--- src/rtl/imem_boot_loader_pkg.sv ---
// Shared types for the instruction-memory boot loader.
// Holds the loader state encoding and frame geometry.
package imem_boot_loader_pkg;

  typedef enum logic [2:0] {
    S_HDR_HI = 3'd0,
    S_HDR_LO = 3'd1,
    S_DATA   = 3'd2,
    S_WRITE  = 3'd3,
    S_CSUM   = 3'd4,
    S_DONE   = 3'd5,
    S_ERR    = 3'd6
  } state_t;

  localparam int BYTES_PER_WORD = 4;

endpackage

--- src/rtl/imem_boot_loader_byte_packer.sv ---
// Big-endian byte-to-word packer for the boot loader.
// First byte of a word lands in [31:24].
module byte_packer
  import imem_boot_loader_pkg::*;
(
  input  logic        clock,
  input  logic        reset_n,
  input  logic        clear,
  input  logic        shift,
  input  logic [7:0]  data,
  output logic [31:0] word,
  output logic        word_full,
  output logic        last_slot
);

  localparam int CW = $clog2(BYTES_PER_WORD);
  localparam logic [CW-1:0] LAST = CW'(BYTES_PER_WORD - 1);

  logic [CW-1:0] cnt;

  always_ff @(posedge clock or negedge reset_n) begin
    if (!reset_n) begin
      word      <= '0;
      cnt       <= '0;
      word_full <= 1'b0;
    end else if (clear) begin
      word      <= '0;
      cnt       <= '0;
      word_full <= 1'b0;
    end else if (shift) begin
      word      <= {word[23:0], data};
      cnt       <= cnt + 1'b1;
      word_full <= (cnt == LAST);
    end
  end

  assign last_slot = (cnt == LAST);

endmodule

--- src/rtl/imem_boot_loader.sv ---
// Framed byte-stream loader for the core's instruction memory.
// Keeps the core held until a checksum-verified image is written.
module imem_boot_loader
  import imem_boot_loader_pkg::*;
#(
  parameter int ADDR_W = 8,
  parameter int DEPTH  = 256
) (
  input  logic              clock,
  input  logic              reset_n,
  input  logic              restart,
  input  logic [7:0]        byte_in,
  input  logic              byte_valid,
  output logic              byte_ready,
  output logic              imem_we,
  output logic [ADDR_W-1:0] imem_addr,
  output logic [31:0]       imem_wdata,
  output logic              cpu_hold,
  output logic              done,
  output logic              error
);

  state_t state, next;

  logic [15:0]       n_q;
  logic [15:0]       n_next;
  logic [ADDR_W-1:0] index;
  logic [ADDR_W-1:0] addr_q;
  logic [31:0]       wdata_q;
  logic [31:0]       word;
  logic [7:0]        csum;
  logic              word_full;
  logic              last_slot;
  logic              rearm;
  logic              in_write;
  logic              idx_last;
  logic              too_big;

  assign n_next   = {n_q[15:8], byte_in};
  assign in_write = (state == S_WRITE);
  assign rearm    = restart &&
                    (state == S_DONE || state == S_ERR);
  assign idx_last = (16'(index) + 16'd1) == n_q;
  assign too_big  = 17'(n_next) > 17'(DEPTH);

  byte_packer u_packer (
    .clock     (clock),
    .reset_n   (reset_n),
    .clear     (in_write || rearm),
    .shift     (state == S_DATA && byte_valid),
    .data      (byte_in),
    .word      (word),
    .word_full (word_full),
    .last_slot (last_slot)
  );

  always_comb begin
    next       = state;
    byte_ready = 1'b0;
    unique case (state)
      S_HDR_HI: begin
        byte_ready = 1'b1;
        if (byte_valid) next = S_HDR_LO;
      end
      S_HDR_LO: begin
        byte_ready = 1'b1;
        if (byte_valid) begin
          if (too_big)           next = S_ERR;
          else if (n_next == '0) next = S_CSUM;
          else                   next = S_DATA;
        end
      end
      S_DATA: begin
        byte_ready = 1'b1;
        if (byte_valid && last_slot) next = S_WRITE;
      end
      S_WRITE: begin
        next = idx_last ? S_CSUM : S_DATA;
      end
      S_CSUM: begin
        byte_ready = 1'b1;
        if (byte_valid)
          next = (byte_in == csum) ? S_DONE : S_ERR;
      end
      S_DONE: if (restart) next = S_HDR_HI;
      S_ERR:  if (restart) next = S_HDR_HI;
      default: next = S_HDR_HI;
    endcase
  end

  always_ff @(posedge clock or negedge reset_n) begin
    if (!reset_n) state <= S_HDR_HI;
    else          state <= next;
  end

  always_ff @(posedge clock or negedge reset_n) begin
    if (!reset_n) begin
      n_q     <= '0;
      index   <= '0;
      addr_q  <= '0;
      wdata_q <= '0;
      csum    <= '0;
    end else begin
      if (state == S_HDR_HI && byte_valid)
        n_q[15:8] <= byte_in;
      if (state == S_HDR_LO && byte_valid)
        n_q[7:0] <= byte_in;
      if (state == S_DATA && byte_valid)
        csum <= csum ^ byte_in;
      // address/data outputs keep the last written word between strobes
      if (in_write) begin
        addr_q  <= index;
        wdata_q <= word;
        index   <= index + 1'b1;
      end
      if (rearm) begin
        index <= '0;
        csum  <= '0;
      end
    end
  end

  assign imem_we    = in_write && word_full;
  assign imem_addr  = in_write ? index : addr_q;
  assign imem_wdata = in_write ? word : wdata_q;
  assign done       = (state == S_DONE);
  assign error      = (state == S_ERR);
  assign cpu_hold   = ~done;

endmodule

--- config.mk ---
export PLATFORM = sky130hd
export DESIGN_NAME = imem_boot_loader
export DESIGN_NICKNAME = d
export VERILOG_FILES = /design/src/rtl/imem_boot_loader_pkg.sv /design/src/rtl/imem_boot_loader_byte_packer.sv /design/src/rtl/imem_boot_loader.sv
export SDC_FILE = /design/constraint.sdc
export NUM_CORES = 1
export LEC_CHECK = 0
export ABC_AREA = 1
export BUFFER_PORTS_ARGS = -buffer_cell sky130_fd_sc_hd__buf_2
export CORE_MARGIN = 1
export CORE_UTILIZATION = 50
export DETAILED_ROUTE_END_ITERATION = 10
export GPL_TIMING_DRIVEN = 0
export PLACE_DENSITY = 0.69
export SETUP_SLACK_MARGIN = 0.15
export SYNTH_ARGS = -nofsm -noshare
export SYNTH_HDL_FRONTEND = slang
export SYNTH_SLANG_ARGS = --single-unit
--- constraint.sdc ---
create_clock -name clock -period 2.1 [get_ports clock]
set_clock_uncertainty 0.15 [all_clocks]
set_input_delay 0.42 -clock clock [delete_from_list [all_inputs] [get_ports clock]]
set_output_delay 0.42 -clock clock [all_outputs]
set_load 0.1 [all_outputs]
Yosys cells after proc, flatten, opt, wreduce, memory -nomap -nowiden
Cells that the tools add are included.
- register bits after elaboration: 110
- logic and storage cells: 69
- $lt $le $gt $ge: 1
- bitwise logic cells: 2
- $add $sub $neg: 3
- reduce and logical (&&, ||, !) cells: 16
- eq/ne operators: 14
- multiplexer cells: 23
- operator list (cell ; count):
    two-way mux 32 bit ; 3
    two-way mux 8 bit ; 5
    two-way mux 3 bit ; 8
    case mux 3 bit (6 select lines) ; 1
    == test 9 x 16 -> 1 bit ; 1
    > comparator 16 x 9 -> 1 bit (second input constant) ; 1
    zero test 16 bit ; 1
    adder 8 x 1 -> 9 bit (second input constant) ; 1
    == test 3 bit (second input constant) ; 3
    adder 8 x 1 -> 8 bit (second input constant) ; 1
    == test 8 bit ; 1
    inequality test 2 bit (second input constant) ; 4
    bitwise XOR 8 bit ; 1
    == test 3 x 2 -> 1 bit (second input constant) ; 2
    logical AND 1 bit ; 6
    two-way mux 2 bit ; 3
    nonzero test 2 bit ; 3
    AND reduction 5 bit ; 1
    OR reduction 4 bit ; 1
    == test 3 x 1 -> 1 bit (second input constant) ; 1
    zero test 3 bit ; 1
    two-way mux 1 bit ; 3
    adder 2 x 1 -> 2 bit (second input constant) ; 1
    == test 2 bit (second input constant) ; 1
    4 further kinds ; 5

Logic depth before layout (Yosys ltp)
- word-level depth: 5
- depth in mapped cells: 14

Cells and area by module
Synthesis repeated with hierarchy kept, for this count alone.
- cell total of the unflattened synthesis: 591
- area, all modules: 5003.5 um^2
- by module, submodules not included (module ; area an instance (um^2) ; cells an instance ; sequential area each (um^2) ; instances):
    imem_boot_loader ; 3488.3 ; 437 ; 1876.8 ; 1
    byte_packer ; 1515.2 ; 154 ; 875.8 ; 1

Least setup slack after synthesis
Ideal clock, no wire load.
- path kind: register to output
- start: reg state[0]
- end: out imem_wdata[0]
- buffers on the path: 2
- stages on the path, launching flop included: 7
- required time: 1530 ps
- data arrival time: 3182 ps
- slack: -1652 ps
- cell sequence: dfrtp_1 > nand2_1 > nor2_2 > inv_2 > buf_2 > clkbuf_1 > o21ai_0
- word-level cells in the longest chain between the ends: 2
- RTL lines (element ; line ; source):
    start, declared ; imem_boot_loader.sv:23 ; state_t state, next;
    start signal, assigned ; imem_boot_loader.sv:93 ; else state <= next;
    == test 3 x 2 -> 1 bit ; imem_boot_loader.sv:40 ; assign in_write = (state == S_WRITE);
    two-way mux 32 bit ; - ;
    end, declared ; imem_boot_loader.sv:17 ; output logic [31:0] imem_wdata,
No other way between the ends.

Final worst setup path
- start: reg state[1]
- end: out imem_wdata[19]
Same word-level chain as after synthesis.

==> results.json <==
{
  "outcome": "finished with violations",
  "violations": "setup timing",
  "diodes": 0,
  "synth_top_family_by_area": "simple AND/OR/NAND/NOR gates",
  "hold_depth": 4,
  "drv_cap": 0,
  "grt-ovfl-total": 0,
  "end_kind": "output port",
  "cts_root_buf": "clkbuf_8",
  "grt_max_degree": 71,
  "synthMuxAreaShare": 0,
  "cp_max_fo": 10,
  "nets": 614,
  "num_io_pins": 57,
  "clkTransAtPathRegs_ps": 110,
  "core_area_um2": 9280,
  "hold_path_class": "in2reg",
  "synth_nets": 524,
  "hpwlAfterDp_um": 7800,
  "fin_ws_ps": -339,
  "final-setup-viol-count": 45,
  "grt_pass1_vias": 3963,
  "wirelength_um": 12400,
  "ff2ff_path_depth": 13,
  "worstSetupPathType": "reg2out",
  "synth_area_per_cell_um2": 9.46,
  "reg2reg_from": "state[1]",
  "rsz0062_at_grt": "yes",
  "synth_xor_area_frac": 0.0145,
  "cts.sinks": 110,
  "via_count": 3923,
  "numCtsBuffers": 9,
  "cts_tree": "yes",
  "syn_to_final_growth_pct": 48.3,
  "synth_cell_types": 30,
  "synth-simple-area-share": 0.164,
  "timing.rr.end": "u_packer.word[19]",
  "firstDrtPassIters": 5,
  "synth_area_um2": 4830,
  "synthAdderAreaFrac": 0.00518,
  "track_usage": 0.266,
  "die-area_um2": 10100,
  "ant_nets": 0,
  "drt_iter0_drc": 299,
  "hold_violations": 0,
  "hold_path_startpoint": "byte_in[0]",
  "max_freq_mhz": 410,
  "grt_pass1_wl_um": 20200,
  "r2r_slack_ps": 20,
  "gp_congestion": 0.854,
  "routedWlPerCell_um": 16.9,
  "io_buffers": 56,
  "syn_inst": 510,
  "h-tree-depth": 3,
  "clk_latency_ps": 380,
  "postSynthRegisterBits": 110,
  "fin_crit_sh": 1.16,
  "vias_per_cell": 5.34,
  "postPlaceCellArea_um2": 5860,
  "yosys_warnings": 0,
  "fp-row-count": 35,
  "slew_viol_final": 0,
  "worst_hold_path.endpoint": "csum[0]",
  "tns_ps": -12800,
  "start_util": 0.520,
  "synth_compound_area_frac": 0.159,
  "fin_area_um2": 7160,
  "critPathLaunchType": "flip-flop",
  "route.detailed.drc": 0,
  "synth-seq-area-share": 0.570,
  "arrival_ps": 1870,
  "period_needed_ps": 2440,
  "die-width_um": 100,
  "worst_pin_slew_ps": 546,
  "crit_required_ps": 1530,
  "cts.path.max_buffers": 2,
  "slew_headroom": 0.636,
  "layout-drive-gt1-share": 0.387,
  "antenna_found_initial": 0,
  "die_height_um": 100
}
flip-flops by register name, indices dropped and copies added, names as in the netlist:
name and count:
n_q 16, wdata_q 32, u_packer.word 32, addr_q 8, u_packer.cnt 2, index 8, u_packer.word_full 1, state 3
csum 8
metal layers:
layer,GRT usage,wire length [um]
met1,0.373,5520
met2,0.420,6050
met3,0.0501,585
met4,0.0881,233
met5,0,0
worst max-delay path, cell delays in order (launching register included):
cell	delay, ps
dfrtp_1	370
buf_6	120
nand2_4	60
nor2_4	120
clkinv_4	110
buf_12	170
buf_12	160
o21ai_4	180
buf_12	190
area by class of cell:
class	count	area (um2)
repair buffers	79	1210
inverters	74	285
multi-input cells	304	2280
clock buffers	10	128
flip-flops and latches	110	2760
clock inverters	6	62.6
plain buffers	22	279
well taps	129	161
fillers	608	2130
cell usage after synthesis:
library cell | number | area share
inv_4 | 1 | 0.0013
nand2_2 | 3 | 0.0039
xnor2_1 | 6 | 0.011
nand3_1 | 22 | 0.023
nor3_1 | 2 | 0.0021
ha_1 | 2 | 0.0052
o22ai_1 | 15 | 0.019
nor2_2 | 8 | 0.010
nand4_1 | 6 | 0.0078
clkbuf_1 | 4 | 0.0031
nand2_8 | 1 | 0.0041
o22ai_2 | 20 | 0.052
nand2_4 | 1 | 0.0023
inv_2 | 6 | 0.0047
nand3b_1 | 4 | 0.0062
clkbuf_8 | 1 | 0.0029
o21ai_1 | 28 | 0.029
a22oi_1 | 2 | 0.0031
nand3_2 | 2 | 0.0041
o21ai_0 | 47 | 0.049
o21ai_2 | 1 | 0.0018
buf_2 | 13 | 0.013
nand2_1 | 112 | 0.087
nor2_4 | 1 | 0.0023
xor2_1 | 2 | 0.0036
nor2_1 | 14 | 0.011
inv_1 | 67 | 0.052
buf_6 | 4 | 0.0093
a21oi_1 | 5 | 0.0052
dfrtp_1 | 110 | 0.57
through the flow:
stage | worst slack, ps | std cells | utilization | hold WS, ps
final | -339 | 734 | 0.771 | 207
after global routing | -412 | 734 | 0.771 | 221
after CTS | -301 | 729 | 0.751 | 200
after detailed placement | -337 | 696 | 0.631 | 289
after global placement | -983 | 695 | 0.628 | 318
after floorplan | -186 | 510 | - | -25.6
cells in the final DEF, fill, tap and decap left out, types with 7 or more instances in the layout:
master      n
dfrtp_1   107
buf_4      19
buf_12     50
o21ai_1    17
o22ai_2    20
nand2_4    10
buf_2      14
nor2_1      9
nand2_1    90
nor2_4      7
o21ai_4    40
nand2_2    16
o21ai_0    19
inv_2      10
nand3_1    22
clkbuf_8    9
nor2_2      7
inv_1      62
o22ai_1    15
worst max path at each step:
stage,from,endpoint,slack [ps],depth (start not counted)
floorplan,state[1],cpu_hold,-190,5
global placement,reset_n,state[0],-980,1
detailed placement,state[1],imem_wdata[22],-340,9
CTS,state[1],imem_wdata[16],-300,9
global route,state[1],imem_wdata[12],-410,8
finish,state[1],imem_wdata[19],-340,8
cell families after synthesis:
family,after synthesis
compound gates,118
xor+xnor,8
fa+ha+maj,2
buf+inv,96
flops,110
simple gates,176
timing repair:
item,CTS,global route
setup buffers,14,5
hold buffers,1,0
hold endpoints to repair,40,0
gates cloned,2,0
pin swaps,8,7
endpoints found under the setup margin,45,82
gates resized for setup,208,42
Power is left out: the tool's default activity adds up to more than one toggle a clock period on the data nets, which glitch-free logic cannot reach.
